## config.mk

```make
export PLATFORM = sky130hd
export DESIGN_NAME = morty_sprite_ctrl
export DESIGN_NICKNAME = d
export VERILOG_FILES = /design/src/rtl/morty_sprite_ctrl.sv
export SDC_FILE = /design/constraint.sdc
export NUM_CORES = 1
export LEC_CHECK = 0
export ABC_AREA = 1
export BUFFER_PORTS_ARGS = -buffer_cell sky130_fd_sc_hd__buf_2
export CORE_MARGIN = 4
export CORE_UTILIZATION = 40
export DETAILED_ROUTE_END_ITERATION = 6
export PLACE_DENSITY = 0.66
export SLEW_MARGIN = 5
export SYNTH_ARGS = -nofsm -noshare
export SYNTH_HDL_FRONTEND = slang
export SYNTH_SLANG_ARGS = --single-unit
```

## constraint.sdc

```tcl
create_clock -name clk -period 2.79 [get_ports clk]
set_input_delay 0.1395 -clock clk [delete_from_list [all_inputs] [get_ports clk]]
set_output_delay 0.1395 -clock clk [all_outputs]
set_load 0.05 [all_outputs]
```

## src/rtl/morty_sprite_ctrl.sv

```systemverilog
// -----------------------------------------------------------------------------
// morty_sprite_ctrl
//
// Per-pixel sequencer for the character sprite on the VGA path. It takes the
// raster position from the VGA timing block, decides whether the pixel lies
// inside the sprite box and addresses the sprite ROM. A 3-bit color index
// (0 = background) comes out two cycles after the pixel, aligned with
// color_valid. It also holds the sprite position (double-buffered, updated
// only at frame_start) and a two-pose animation sequencer.
//
// Ports:
//   clk, rst            pixel clock, synchronous active-high reset
//   px_valid            hcount/vcount describe a visible pixel this cycle
//   hcount, vcount      raster column / row
//   frame_start         one-cycle pulse at the start of vertical blanking
//   pos_x_req/pos_y_req requested sprite top-left corner
//   pos_we / pos_ready  position request handshake
//   rom_addr            sprite ROM address {pose, row*SPR_W + col}
//   rom_data            ROM color index for the current rom_addr
//   color               color index to the decoder
//   color_valid         color belongs to a visible pixel
//   in_sprite           color comes from an opaque sprite pixel
//   state_dbg           current FSM state (0 = WAIT_FRAME, 1 = RUN)
// -----------------------------------------------------------------------------
module morty_sprite_ctrl #(
    parameter int SPR_W    = 64,
    parameter int SPR_H    = 64,
    parameter int H_ACTIVE = 640,
    parameter int V_ACTIVE = 480,
    parameter int ANIM_DIV = 15,
    parameter int ADDR_W   = 13
) (
    input  logic              clk,
    input  logic              rst,
    input  logic              px_valid,
    input  logic [9:0]        hcount,
    input  logic [9:0]        vcount,
    input  logic              frame_start,
    input  logic [9:0]        pos_x_req,
    input  logic [9:0]        pos_y_req,
    input  logic              pos_we,
    output logic              pos_ready,
    output logic [ADDR_W-1:0] rom_addr,
    input  logic [2:0]        rom_data,
    output logic [2:0]        color,
    output logic              color_valid,
    output logic              in_sprite,
    output logic              state_dbg
);

    localparam int PIX_W = ADDR_W - 1;
    localparam logic [9:0] X_MAX = 10'(H_ACTIVE - SPR_W);
    localparam logic [9:0] Y_MAX = 10'(V_ACTIVE - SPR_H);
    localparam logic [7:0] ANIM_LAST = 8'(ANIM_DIV - 1);

    typedef enum logic [0:0] {
        WAIT_FRAME = 1'b0,
        RUN        = 1'b1
    } state_t;

    state_t state_q, state_d;

    // Position registers: cur_* is what the raster uses, shadow_* holds one
    // pending request until the next frame_start.
    logic [9:0] cur_x, cur_y;
    logic [9:0] shadow_x, shadow_y;
    logic       shadow_full;

    logic       pose;
    logic [7:0] anim_cnt;

    // Stage-1 registers alongside rom_addr.
    logic valid_d, hit_d;

    // Combinational stage-1 terms.
    logic [10:0]       dx, dy;
    logic              in_x, in_y, hit;
    logic [PIX_W-1:0]  pix_off;
    logic [ADDR_W-1:0] addr_next;
    logic              pos_accept;
    logic [9:0]        clamp_x, clamp_y;

    // Handshake: a position request transfers on any rising clk edge where
    // pos_we && pos_ready. pos_ready is high exactly while the shadow register
    // is empty; the requester must hold pos_x_req/pos_y_req/pos_we stable
    // until the transfer happens. Requests while pos_ready=0 are ignored.
    assign pos_ready  = ~shadow_full;
    assign pos_accept = pos_we && pos_ready;
    assign clamp_x    = (pos_x_req > X_MAX) ? X_MAX : pos_x_req;
    assign clamp_y    = (pos_y_req > Y_MAX) ? Y_MAX : pos_y_req;
    assign state_dbg  = state_q;

    // ------------------------------------------------------------------ FSM
    always_ff @(posedge clk) begin
        if (rst) begin
            state_q <= WAIT_FRAME;
        end else begin
            state_q <= state_d;
        end
    end

    always_comb begin
        state_d = state_q;
        case (state_q)
            WAIT_FRAME: if (frame_start) state_d = RUN;
            RUN:        state_d = RUN;
            default:    state_d = WAIT_FRAME;
        endcase
    end

    // ------------------------------------------------------- position regs
    // Accept and apply can never coincide: accept needs an empty shadow and
    // apply needs a full one. So a request landing on a frame_start edge
    // only fills the shadow and waits for the following frame_start.
    always_ff @(posedge clk) begin
        if (rst) begin
            cur_x       <= '0;
            cur_y       <= '0;
            shadow_x    <= '0;
            shadow_y    <= '0;
            shadow_full <= 1'b0;
        end else begin
            if (frame_start && shadow_full) begin
                cur_x       <= shadow_x;
                cur_y       <= shadow_y;
                shadow_full <= 1'b0;
            end
            if (pos_accept) begin
                shadow_x    <= clamp_x;
                shadow_y    <= clamp_y;
                shadow_full <= 1'b1;
            end
        end
    end

    // ------------------------------------------------------------ animation
    // Counted only on frame_start while already in RUN, so the pose is
    // constant across every visible frame.
    always_ff @(posedge clk) begin
        if (rst) begin
            anim_cnt <= '0;
            pose     <= 1'b0;
        end else if (frame_start && (state_q == RUN)) begin
            if (anim_cnt == ANIM_LAST) begin
                anim_cnt <= '0;
                pose     <= ~pose;
            end else begin
                anim_cnt <= anim_cnt + 8'd1;
            end
        end
    end

    // ------------------------------------------------------ stage 1 compare
    // Offsets are computed one bit wider; the explicit >= tests reject
    // pixels left/above the box so a wrapped difference never counts as a hit.
    always_comb begin
        dx        = {1'b0, hcount} - {1'b0, cur_x};
        dy        = {1'b0, vcount} - {1'b0, cur_y};
        in_x      = (hcount >= cur_x) && (dx < 11'(SPR_W));
        in_y      = (vcount >= cur_y) && (dy < 11'(SPR_H));
        hit       = (state_q == RUN) && px_valid && in_x && in_y;
        pix_off   = PIX_W'(dy) * PIX_W'(SPR_W) + PIX_W'(dx);
        addr_next = hit ? {pose, pix_off} : '0;
    end

    // rom_addr acts as the ROM's address register; the ROM output for it is
    // present on rom_data in the following cycle, when stage 2 captures it.
    always_ff @(posedge clk) begin
        if (rst) begin
            rom_addr <= '0;
            valid_d  <= 1'b0;
            hit_d    <= 1'b0;
        end else begin
            rom_addr <= addr_next;
            valid_d  <= px_valid;
            hit_d    <= hit;
        end
    end

    // ------------------------------------------------------ stage 2 output
    // Indices 0 and 7 are transparent and fall through to background.
    always_ff @(posedge clk) begin
        if (rst) begin
            color       <= '0;
            color_valid <= 1'b0;
            in_sprite   <= 1'b0;
        end else begin
            color_valid <= valid_d;
            if (hit_d && (rom_data != 3'd0) && (rom_data != 3'd7)) begin
                color     <= rom_data;
                in_sprite <= 1'b1;
            end else begin
                color     <= 3'd0;
                in_sprite <= 1'b0;
            end
        end
    end

endmodule

```

==> results of run 1 <==
-- metal layers --
| metal | share of wire [%] | global-route usage (%) | wire length [um] | vias to the layer above |
|---|---|---|---|---|
| met2 | 48 | 29.04 | 4336 | 47 |
| met4 | 1.9 | 6.673 | 170 | 0 |
| li1 | - | - | - | 1890 |
| met3 | 2.6 | 2.388 | 235 | 12 |
| met1 | 47 | 20.17 | 4258 | 1570 |
| met5 | 0 | 0 | 0 | - |
-- cells in the final DEF (no fill, tap or decap), types with 2 or more instances in the layout --
cell type	synthesis	routed
fa_2	0	2
ha_1	27	27
a21oi_1	46	46
nor4_1	4	4
nand2_4	3	3
a21o_1	2	2
nand2_1	106	105
nand3_1	23	23
buf_2	0	67
a31oi_1	2	2
buf_4	0	4
xnor2_1	6	6
nor2_2	2	2
a211oi_1	3	3
nor3_1	5	5
nor2_1	49	49
nand4_1	3	3
nand2_2	7	8
bufinv_16	0	3
xor2_1	7	7
dfxtp_1	71	71
clkbuf_8	0	10
o21ai_0	41	41
nand3_2	6	6
o21bai_1	2	2
inv_1	93	93
nor3b_1	3	3
clkinv_1	2	2
nor2_4	13	13
-- cells in the mapped netlist, drive strengths merged --
cell type / count / share of area (%)
nand3b: 1 / 0.19
or2: 2 / 0.37
o21ai: 41 / 5.1
o221ai: 1 / 0.22
nand4: 4 / 0.78
ha: 27 / 8.4
a31oi: 2 / 0.31
a21oi: 47 / 6.0
a211oi: 3 / 0.56
nand2: 116 / 12
o21bai: 2 / 0.37
xnor2: 6 / 1.3
nor2: 64 / 8.6
nor4: 4 / 0.62
clkinv: 2 / 0.19
dfxtp: 71 / 35
clkbuf: 10 / 0.94
o31ai: 1 / 0.19
xor2: 7 / 1.5
inv: 94 / 8.8
a21o: 2 / 0.37
a31o: 1 / 0.22
buf: 2 / 0.59
nor3: 5 / 0.62
nor3b: 3 / 0.56
nand3: 29 / 4.4
fa: 3 / 1.5
-- layout make-up --
type	instances	area share, %
Tap cell	133	3.499
Multi-Input combinational cell	371	45.83
Inverter	96	7.577
Sequential cell	71	29.89
Clock buffer	10	2.894
Clock inverter	6	2.420
Timing Repair Buffer	72	7.893
-- flip-flops by register name, summed over array words and instances (netlist names) --
| register | flops |
|---|---|
| rom_addr | 13 |
| cur_x | 10 |
| cur_y | 10 |
| shadow_x | 10 |
| shadow_y | 10 |
| anim_cnt | 8 |
| color | 3 |
| color_valid | 1 |
| hit_d | 1 |
| in_sprite | 1 |
| pose | 1 |
| shadow_full | 1 |
| state_dbg | 1 |
| valid_d | 1 |
-- cell families after synthesis --
family          after synthesis
compound gates              100
flops                        71
xor+xnor                     13
fa+ha+maj                    30
simple gates                228
buf+inv                     108
-- path summary, 6_finish.rpt --
check                                    end  slack (ps)  depth (start not counted)
worst max-delay path            rom_addr[10]         170                         16
worst min-delay path                color[0]          40                          3
worst max register to register  rom_addr[10]         170                         16
worst min register to register   color_valid         410                          2
-- stage by stage --
step	worst slack (ps)	hold slack, ps
final	168.6	37.70
after global routing	6.333	43.41
after CTS	46.59	23.16
after detailed placement	11.17	370.6
after global placement	105.1	368.2
after floorplan	251.6	222.1
-- worst max-delay path, stage by stage, from the launching register on --
cell      delay, ps
dfxtp_1         320
ha_1            210
fa_2            370
inv_1            90
nand2_1          70
nand2_2         100
nand3_2          70
nand2_1          80
nand2_2          60
nand2_4          70
ha_1            170
inv_1            60
fa_2            360
o221ai_2        200
xor2_1          160
inv_1            80
nor2_4           90
-- repair_timing --
item,in CTS,in global routing
hold buffers,1,0
hold endpoints to repair,1,0
endpoints found under the setup margin,1,2
gates resized for setup,1,3
-- where the power goes --
group	total, mW	switching (mW)	leakage (nW)	internal [mW]
Clock	1.04	0.414	0.123	0.623
Sequential	1.08	0.0201	0.580	1.06
Combinational	0.675	0.423	1.58	0.253
Total	2.79	0.857	2.28	1.93
==> flow_summary.rst, run 1 <==
.. list-table::
   :header-rows: 1

   * - Metric
     - Value
   * - Area of all placed cells without fillers
     - about 4800 um^2
   * - Total Power
     - about 2.8 mW
   * - Die boundary height
     - 108.1 um
   * - Average wire per cell in the routed design
     - 11.86 um
   * - Final weighted congestion of routability-driven global placement
     - just under 0.9
   * - Hold/Removal Path Class
     - in2reg
   * - Vias in the first global route
     - between 3000 and 4000
   * - Max H-tree Level
     - 3
   * - Final hold violation count
     - 0
   * - Max-capacitance violation count
     - 0
   * - Inserted Diodes
     - 0
   * - Total wirelength of the detailed-routed design
     - roughly 9 mm
   * - TritonCTS clock tree
     - built
   * - Beginning of the worst register-to-register path
     - cur_x[0]
   * - Worst slew pin tran
     - approximately 900 ps
   * - Number of failing setup endpoints in the final timing report
     - 0
   * - Synth Area in Compound Gates
     - 13.33%
   * - Layout filler cell count
     - roughly 1000
   * - Type of destination of the critical path
     - flip-flop
   * - Global-route wire length before repair
     - around 16 mm
   * - Mapped cell area
     - 4009 um^2
   * - HPWL after DPL
     - approximately 7.1 mm
   * - Number of clock sinks
     - 71
   * - Number of library cell types mapped by synthesis
     - 37
   * - Maximum number of buffers from clock root to sink
     - 2
   * - Startpoint class of the critical path
     - flip-flop
   * - I/O Buffers
     - 67
   * - Sequential cell area fraction in the yosys report
     - between 30 and 40%
   * - Synth Instances
     - 550
   * - Maximum resistive drop on vdd
     - 178.0 uV
   * - Area of all sequential standard cells
     - about 1400 um^2
   * - Maximum number of pins on one net before global-route repair
     - 34
   * - Largest clock skew in the final design
     - 9.161 ps
   * - Avg Vias per Cell
     - 4.636
   * - Worst hold start
     - rom_data[0]
   * - Area fraction in and, or, nand and nor cells after synthesis
     - roughly 28%
   * - RSZ-0062 raised after global routing
     - false
   * - Post-synthesis to final-layout area growth
     - 18.63%
   * - Shortest period the worst path allows
     - roughly 2600 ps
   * - First-pass DRT Iterations
     - 4
   * - Global routing usage summed across all routing layers
     - around 16%
   * - Top-Level Pins
     - 68
   * - Initial standard-cell utilization of the core
     - 41.01%
   * - Final design utilization
     - 48.66%
   * - Critical-path maximum fanout
     - 3
   * - Setup crit start
     - cur_x[0]
   * - Die extent in x
     - 108.1 um
   * - Post-Place Cells
     - approximately 740
   * - Placement-stage cell area
     - around 4500 um^2
   * - Number of design rule violations left after detail routing
     - 0
   * - Relative slew margins
     - about 38%
   * - Remaining antenna violation count after routing
     - 0
   * - Total of flip-flops plus latches after synthesis
     - between 70 and 80
   * - Static Leak
     - about 2.3 nW
   * - Power per cell area
     - slightly below 600 nW/um^2
   * - Total number of vias
     - around 3500
   * - Nets in the synthesized netlist
     - ~630
   * - Net count of the finished layout
     - ~700
   * - Worst EP required
     - 3080 ps
   * - Fraction of the mapped netlist area in adder cells
     - around 9.9%
   * - Multiplexer area fraction after synthesis
     - 0%
   * - Arr. time, crit path
     - 2910 ps
   * - Layout cell share with drive strength beyond 1
     - between 20% and 30%
   * - YS warnings
     - 0
   * - Number of design-rule violations left by the first detailed-router iteration
     - 94
   * - Fin. max-slew vios
     - 0
   * - Worst-path clk slew
     - around 80 ps
   * - XOR/XNOR Fraction of Synth Area
     - under 10%
   * - Number of CTS-inserted buffers
     - 9
   * - Outcome
     - completed
   * - Tcrit/Tclk final
     - between 90% and 100%
   * - Rows
     - 36
   * - Final non-filler cell total
     - 759
   * - Setup bufs post-CTS
     - 0
   * - Largest family of logic cells by synthesized area
     - simple AND/OR/NAND/NOR gates
   * - Footprint of the multi-input gates
     - ~2200 um^2
   * - Setup Crit Path Kind
     - reg2reg
   * - Die ar.
     - 11690 um^2
   * - Source-to-sink clock delay at the later pin of the worst-skew pair
     - 360 ps
   * - Cell at the root of the clock tree
     - clkbuf_8
   * - Antenna violations before repair
     - 0
   * - Sum of overflow across all layers after global routing
     - 0
   * - FMAX
     - around 0.38 GHz
   * - Area of the core
     - 9774 um^2
   * - Setup tns final
     - 0 ps
   * - Per-instance average area after synthesis
     - ~7.3 um^2
No activity file was read; power rests on OpenSTA's default activity.
==> run 2: changes to the inputs <==
--- a/config.mk
+++ b/config.mk
@@ -7,6 +7,7 @@
 export LEC_CHECK = 0
 export ABC_AREA = 1
 export BUFFER_PORTS_ARGS = -buffer_cell sky130_fd_sc_hd__buf_2
+export CORE_ASPECT_RATIO = 1.4
 export CORE_MARGIN = 4
 export CORE_UTILIZATION = 40
 export DETAILED_ROUTE_END_ITERATION = 6
==> flow_summary.rst, run 2 (synthesis gave the netlist of run 1 again) <==
.. list-table::
   :header-rows: 1

   * - Metric
     - Value
   * - Post-synthesis to final-layout area growth
     - 20.32%
   * - Number of failing setup endpoints in the final timing report
     - 0 (unchanged)
   * - Worst hold start
     - px_valid
   * - Maximum number of buffers from clock root to sink
     - 2 (unchanged)
   * - Global routing usage summed across all routing layers
     - 15.70% (-0.80 points)
   * - Arr. time, crit path
     - 2850 ps (-60 ps)
   * - Maximum resistive drop on vdd
     - 289.0 uV (+62%)
   * - Die extent in x
     - 92.61 um (-14%)
   * - Final non-filler cell total
     - 759 (unchanged)
   * - Number of CTS-inserted buffers
     - 9 (unchanged)
   * - FMAX
     - 0.3872 GHz (+1.5%)
   * - Remaining antenna violation count after routing
     - 0 (unchanged)
   * - Inserted Diodes
     - 0 (unchanged)
   * - Hold buffers post-CTS
     - 0 (-1)
   * - Fin. max-slew vios
     - 0 (unchanged)
   * - Die ar.
     - 11710 um^2 (+0.19%)
   * - Hold/Removal Path Class
     - in2reg
   * - Worst-path clk slew
     - 60 ps (-20 ps)
   * - HPWL after DPL
     - 7.076 mm (-0.48%)
   * - Hold Path Depth
     - 3 (unchanged)
   * - Avg Vias per Cell
     - 4.569 (-1.4%)
   * - Number of design-rule violations left by the first detailed-router iteration
     - 110 (+17%)
   * - Final weighted congestion of routability-driven global placement
     - 0.9058 (+3.8%)
   * - Startpoint class of the critical path
     - flip-flop
   * - Average wire per cell in the routed design
     - 11.41 um (-3.7%)
   * - Worst slew pin tran
     - 839.7 ps (-81.90 ps)
   * - Layout cell share with drive strength beyond 1
     - 20.35% (+0.065 points)
   * - TritonCTS clock tree
     - built
   * - Antenna violations before repair
     - 0 (unchanged)
   * - First-pass DRT Iterations
     - 4 (unchanged)
   * - Total wirelength of the detailed-routed design
     - 8.663 mm (-3.7%)
   * - Vias in the first global route
     - 3401 (-3.5%)
   * - Die boundary height
     - 126.5 um (+17%)
   * - Type of destination of the critical path
     - flip-flop
   * - Endpoint of the lowest-slack register-to-register path
     - rom_addr[10]
   * - Max-capacitance violation count
     - 0 (unchanged)
   * - Setup Crit Path Kind
     - reg2reg
   * - Tcrit/Tclk final
     - 92.56% (-1.4 points)
   * - Post-Place Cells
     - 743 (+0.13%)
   * - Rows
     - 43 (+19%)
   * - Number of flip-flops in the largest register
     - 13 (unchanged)
   * - Largest clock skew in the final design
     - 5.552 ps (-3.610 ps)
   * - Number of clock sinks
     - 71 (unchanged)
   * - Total number of vias
     - 3468 (-1.4%)
   * - Source-to-sink clock delay at the later pin of the worst-skew pair
     - 330 ps (-30 ps)
   * - Power per cell area
     - 618.5 nW/um^2 (+5.5%)
   * - Relative slew margins
     - 43.81% (+5.4 points)
   * - Most frequent standard cell in the layout excluding fill and tap cells
     - nand2_1
   * - Critical-path maximum fanout
     - 3 (unchanged)
   * - Shortest period the worst path allows
     - 2582 ps (-39.03 ps)
   * - Depth of the most critical reg-to-reg path
     - 16 (unchanged)
   * - Maximum number of pins on one net before global-route repair
     - 38 (+12%)
   * - Cell at the root of the clock tree
     - clkbuf_16
   * - Register-to-register setup slack
     - 210 ps (+40 ps)
   * - Register name with the most flops
     - rom_addr
   * - Setup tns final
     - 0 ps (unchanged)
   * - Final hold violation count
     - 0 (unchanged)
   * - Max H-tree Level
     - 3 (unchanged)
   * - I/O Buffers
     - 67 (unchanged)
   * - Global-route wire length before repair
     - 14.86 mm (-4.4%)
   * - Sum of overflow across all layers after global routing
     - 0 (unchanged)
   * - Static Leak
     - 2.310 nW (+1.3%)
   * - Most frequent cells in the layout
     - nand2_1 (105), inv_1 (93), dfxtp_1 (71), buf_2 (67), nor2_1 (49)
   * - Worst EP required
     - 3050 ps (-30 ps)
   * - Worst-case hold path end point
     - valid_d
   * - Initial standard-cell utilization of the core
     - 40.72% (-0.30 points)
   * - Area of the core
     - 9846 um^2 (+0.73%)
   * - Net count of the finished layout
     - 697 (-0.29%)
   * - Outcome
     - completed
   * - Top-Level Pins
     - 68 (unchanged)
   * - Beginning of the worst register-to-register path
     - cur_x[0]
   * - Number of design rule violations left after detail routing
     - 0 (unchanged)
## run 2: area by class of cell
type                            instances  area [um^2]
Clock buffer                           11        242.7
Clock inverter                          5        81.33
Fill cell                            1029         5022
Inverter                               96        360.3
Multi-Input combinational cell        371         2191
Sequential cell                        71         1421
Tap cell                              135        168.9
Timing Repair Buffer                   70        357.8
## run 2: how the worst max path moves through the flow
stage / from / end / depth (start not counted) / slack, ps
after global routing: cur_x[6] / rom_addr[11] / 16 / -0.5
after detailed placement: cur_x[0] / rom_addr[10] / 16 / 30
after global placement: cur_x[0] / rom_addr[10] / 16 / 110
after floorplan: cur_x[0] / rom_addr[10] / 16 / 250
after CTS: cur_x[0] / rom_addr[10] / 16 / 20
final: cur_x[0] / rom_addr[10] / 16 / 210
## run 2: routing by layer
metal	vias up	track usage (%)	routed length [um]
met5	-	0	0
met4	0	5.263	99
met3	5	3.440	299
met2	56	28.42	4453
met1	1517	18.13	3810
li1	1890	-	-
## run 2: where the power goes
group          internal [mW]  switching, mW  leakage, nW
clock network          0.806          0.416        0.156
registers               1.06         0.0194        0.580
logic                  0.259          0.424         1.57
total                   2.12          0.859         2.31
## run 2: worst max-delay path, cell delays in order (launching register included)
cell and delay [ps]:
dfxtp_1 310, ha_1 210, fa_2 360, inv_1 90
nand2_1 60, nand2_2 90, nand3_2 70, nand2_1 70
nand2_2 60, nand2_4 70, ha_1 160, inv_1 60
fa_2 360, o221ai_2 210, xor2_1 150, inv_1 80
nor2_4 90
## run 2: what timing repair did
action | CTS | global route
gates resized for setup | 0 | 6
endpoints found under the setup margin | 0 | 2
setup buffers | 0 | 0
## run 2: per-stage QoR
stage               total power [mW]  cell area, um^2  utilization [%]  hold slack (ps)  setup slack [ps]
finish                         2.983             4823            48.99            35.66             207.6
global route                   3.165             4823            48.99            39.27           -0.5225
CTS                            2.987             4798            48.74            24.70             15.99
detailed placement             1.759             4474            45.44            375.7             25.94
global placement               1.745             4474            45.44            365.8             114.0
floorplan                      1.611             4009                -            222.1             251.6
==> run 3: changes to the inputs <==
--- a/config.mk
+++ b/config.mk
@@ -7,11 +7,14 @@
 export LEC_CHECK = 0
 export ABC_AREA = 1
 export BUFFER_PORTS_ARGS = -buffer_cell sky130_fd_sc_hd__buf_2
-export CORE_ASPECT_RATIO = 1.4
+export CAP_MARGIN = 20
+export CELL_PAD_IN_SITES_DETAIL_PLACEMENT = 1
+export CELL_PAD_IN_SITES_GLOBAL_PLACEMENT = 2
+export CORE_ASPECT_RATIO = 1.1
 export CORE_MARGIN = 4
-export CORE_UTILIZATION = 40
+export CORE_UTILIZATION = 32
 export DETAILED_ROUTE_END_ITERATION = 6
-export PLACE_DENSITY = 0.66
+export PLACE_DENSITY = 0.86
 export SLEW_MARGIN = 5
 export SYNTH_ARGS = -nofsm -noshare
 export SYNTH_HDL_FRONTEND = slang
==> flow_summary.rst, run 3 (synthesis gave the netlist of run 1 again) <==
.. list-table::
   :header-rows: 1

   * - Metric
     - Value
   * - Max H-tree Level
     - 3 (unchanged)
   * - Beginning of the worst register-to-register path
     - cur_x[0]
   * - Power per cell area
     - 597.4 nW/um^2 (-3.4%)
   * - Die boundary height
     - 125.4 um (-0.84%)
   * - Routed metal-1 wire length
     - 4.748 mm (+25%)
   * - Hold/Removal Path Class
     - in2reg
   * - Total wirelength of the detailed-routed design
     - 10.24 mm (+18%)
   * - Global-route wire length before repair
     - 17.56 mm (+18%)
   * - Placement-stage cell area
     - 4513 um^2 (+0.87%)
   * - Net switching power figure
     - 0.9115 mW (+6.1%)
   * - Number of design-rule violations left by the first detailed-router iteration
     - 117 (+6.4%)
   * - Relative contribution of combinational cells to total power
     - 24.3% (+1.4 points)
   * - Detailed route wirelength on metal3
     - 369 um (+23%)
   * - Area of the core
     - 12140 um^2 (+23%)
   * - Antenna violations before repair
     - 0 (unchanged)
   * - Arr. time, crit path
     - 2830 ps (-20 ps)
   * - I/O Buffers
     - 67 (unchanged)
   * - Worst EP required
     - 3060 ps (about the same)
   * - Inserted Diodes
     - 0 (unchanged)
   * - Worst slew pin tran
     - 753.8 ps (-85.89 ps)
   * - Number of CTS-inserted buffers
     - 9 (unchanged)
   * - Initial standard-cell utilization of the core
     - 33.02% (-7.7 points)
   * - Setup Crit Path Kind
     - reg2reg
   * - Most frequent standard cell in the layout excluding fill and tap cells
     - nand2_1
   * - Final hold violation count
     - 0 (unchanged)
   * - Layout cell share with drive strength beyond 1
     - 20.61% (+0.25 points)
   * - Cell Int Power
     - 1.968 mW (-7.4%)
   * - Hold Path Depth
     - 3 (unchanged)
   * - Global routing usage summed across all routing layers
     - 14.97% (-0.73 points)
   * - Area of all placed cells without fillers
     - 4820 um^2 (about the same)
   * - Top routing layer used
     - met4
   * - Worst hold start
     - px_valid
   * - Average wire per cell in the routed design
     - 13.13 um (+15%)
   * - Largest clock skew in the final design
     - 5.073 ps (-0.4786 ps)
   * - Register name with the most flops
     - rom_addr
   * - Critical-path maximum fanout
     - 3 (unchanged)
   * - Relative slew margins
     - 49.63% (+5.8 points)
   * - Worst-path clk slew
     - 60 ps (about the same)
   * - Static Leak
     - 2.297 nW (-0.59%)
   * - Tcrit/Tclk final
     - 91.59% (-0.97 points)
   * - Total Power
     - 2.879 mW (-3.5%)
   * - Sum of overflow across all layers after global routing
     - 0 (unchanged)
   * - Max-capacitance violation count
     - 0 (unchanged)
   * - Remaining antenna violation count after routing
     - 0 (unchanged)
   * - Relative contribution of sequential cells to total power
     - 37.5% (+1.4 points)
   * - Worst-case hold path end point
     - valid_d
   * - Maximum resistive drop on vdd
     - 254.6 uV (-12%)
   * - Shortest period the worst path allows
     - 2555 ps (-27.03 ps)
   * - Die ar.
     - 14380 um^2 (+23%)
   * - Source-to-sink clock delay at the later pin of the worst-skew pair
     - 340 ps (about the same)
   * - Avg Vias per Cell
     - 4.677 (+2.4%)
   * - Setup tns final
     - 0 ps (unchanged)
   * - First-pass DRT Iterations
     - 4 (unchanged)
   * - Most frequent cells in the layout
     - nand2_1 (105), inv_1 (93), dfxtp_1 (71), buf_2 (67), nor2_1 (49)
   * - Fin. max-slew vios
     - 0 (unchanged)
   * - RSZ-0062 raised after global routing
     - false
   * - Number of failing setup endpoints in the final timing report
     - 0 (unchanged)
   * - HPWL after DPL
     - 8.434 mm (+19%)
   * - Depth of the most critical reg-to-reg path
     - 16 (unchanged)
   * - Register-to-register setup slack
     - 230 ps (+30 ps)
   * - Cell at the root of the clock tree
     - clkbuf_16
   * - Final weighted congestion of routability-driven global placement
     - 0.8341 (-7.9%)
   * - Switching power as a share of total power
     - 31.66% (+2.9 points)
   * - Endpoint of the lowest-slack register-to-register path
     - rom_addr[10]
   * - Setup bufs post-CTS
     - 0 (unchanged)
   * - Net count of the finished layout
     - 699 (+0.29%)
   * - Number of design rule violations left after detail routing
     - 0 (unchanged)
   * - Maximum number of buffers from clock root to sink
     - 2 (unchanged)
   * - Die extent in x
     - 114.7 um (+24%)
   * - Top-Level Pins
     - 68 (unchanged)
   * - Number of clock sinks
     - 71 (unchanged)
   * - Rows
     - 42 (-2.3%)
   * - Clock share of power
     - 38.3% (-2.7 points)
   * - Total number of vias
     - 3648 (+5.2%)
   * - TritonCTS clock tree
     - built
   * - Met2 Routed Length
     - 4.948 mm (+11%)
   * - Outcome
     - completed
   * - Maximum number of pins on one net before global-route repair
     - 28 (-26%)
   * - Post-synthesis to final-layout area growth
     - 20.22% (about the same)
   * - Vias in the first global route
     - 3861 (+14%)
   * - FMAX
     - 0.3913 GHz (+1.1%)
   * - Number of flip-flops in the largest register
     - 13 (unchanged)
   * - Layout filler cell count
     - 1570 (+53%)
   * - Startpoint class of the critical path
     - flip-flop
   * - Type of destination of the critical path
     - flip-flop
[run 3: how the worst max path moves through the flow]
stage	start	end	slack [ps]	cells after the start
6_report	cur_x[0]	rom_addr[10]	230	16
5_1_grt	cur_x[0]	rom_addr[10]	10	16
4_1_cts	cur_x[0]	rom_addr[10]	30	16
3_5_place_dp	cur_x[0]	rom_addr[10]	40	16
3_3_place_gp	cur_x[0]	rom_addr[10]	100	16
2_1_floorplan	cur_x[0]	rom_addr[10]	250	16
[run 3: final cells by class]
class / instances / area [um^2] / area share, %
clock buffer: 12 / 256.5 / 5.322
clock inverter: 4 / 30.03 / 0.6231
inverter: 96 / 360.3 / 7.477
multi-input combinational: 371 / 2186 / 45.35
sequential: 71 / 1421 / 29.49
tap: 154 / 192.7 / 3.998
timing repair buffer: 72 / 372.9 / 7.736
[run 3: per-layer routing]
metal  track usage, %  vias up
met1            18.99     1693
met4            5.594        0
li1                 -     1892
met3            2.513       12
met5                0        -
met2            25.25       51
[run 3: power by group through the flow]
stage               combinational (mW)  clock, mW  sequential (mW)
floorplan                        0.512          0             1.10
finish                           0.699       1.10             1.08
global placement                 0.665          0             1.10
CTS                              0.692       1.14             1.08
global route                     0.800       1.16             1.08
detailed placement               0.687          0             1.10
[run 3: stage by stage]
step / hold slack (ps) / std cells / utilization, % / worst slack [ps]
6_report: 28.44 / 780 / 39.70 / 234.6
5_1_grt: 47.54 / 780 / 39.70 / 14.17
4_1_cts: 20.04 / 780 / 39.54 / 31.22
3_5_place_dp: 374.0 / 764 / 37.18 / 42.76
3_3_place_gp: 367.2 / 764 / 37.18 / 95.74
2_1_floorplan: 222.1 / 550 / - / 251.6
[run 3: what timing repair did]
action / 4_1_cts / 5_1_grt
gates resized for setup: 0 / 6
hold buffers: 0 / 0
endpoints found under the setup margin: 0 / 2
[run 3: worst max-delay path, stage by stage, from the launching register on]
cell      delay [ps]
dfxtp_1          310
ha_1             210
fa_2             370
inv_1             80
nand2_1           60
nand2_2          100
nand3_2           80
nand2_1           80
nand2_2           60
nand2_4           70
ha_1             160
inv_1             60
fa_2             360
o221ai_2         180
xor2_1           160
inv_1             80
nor2_4            90
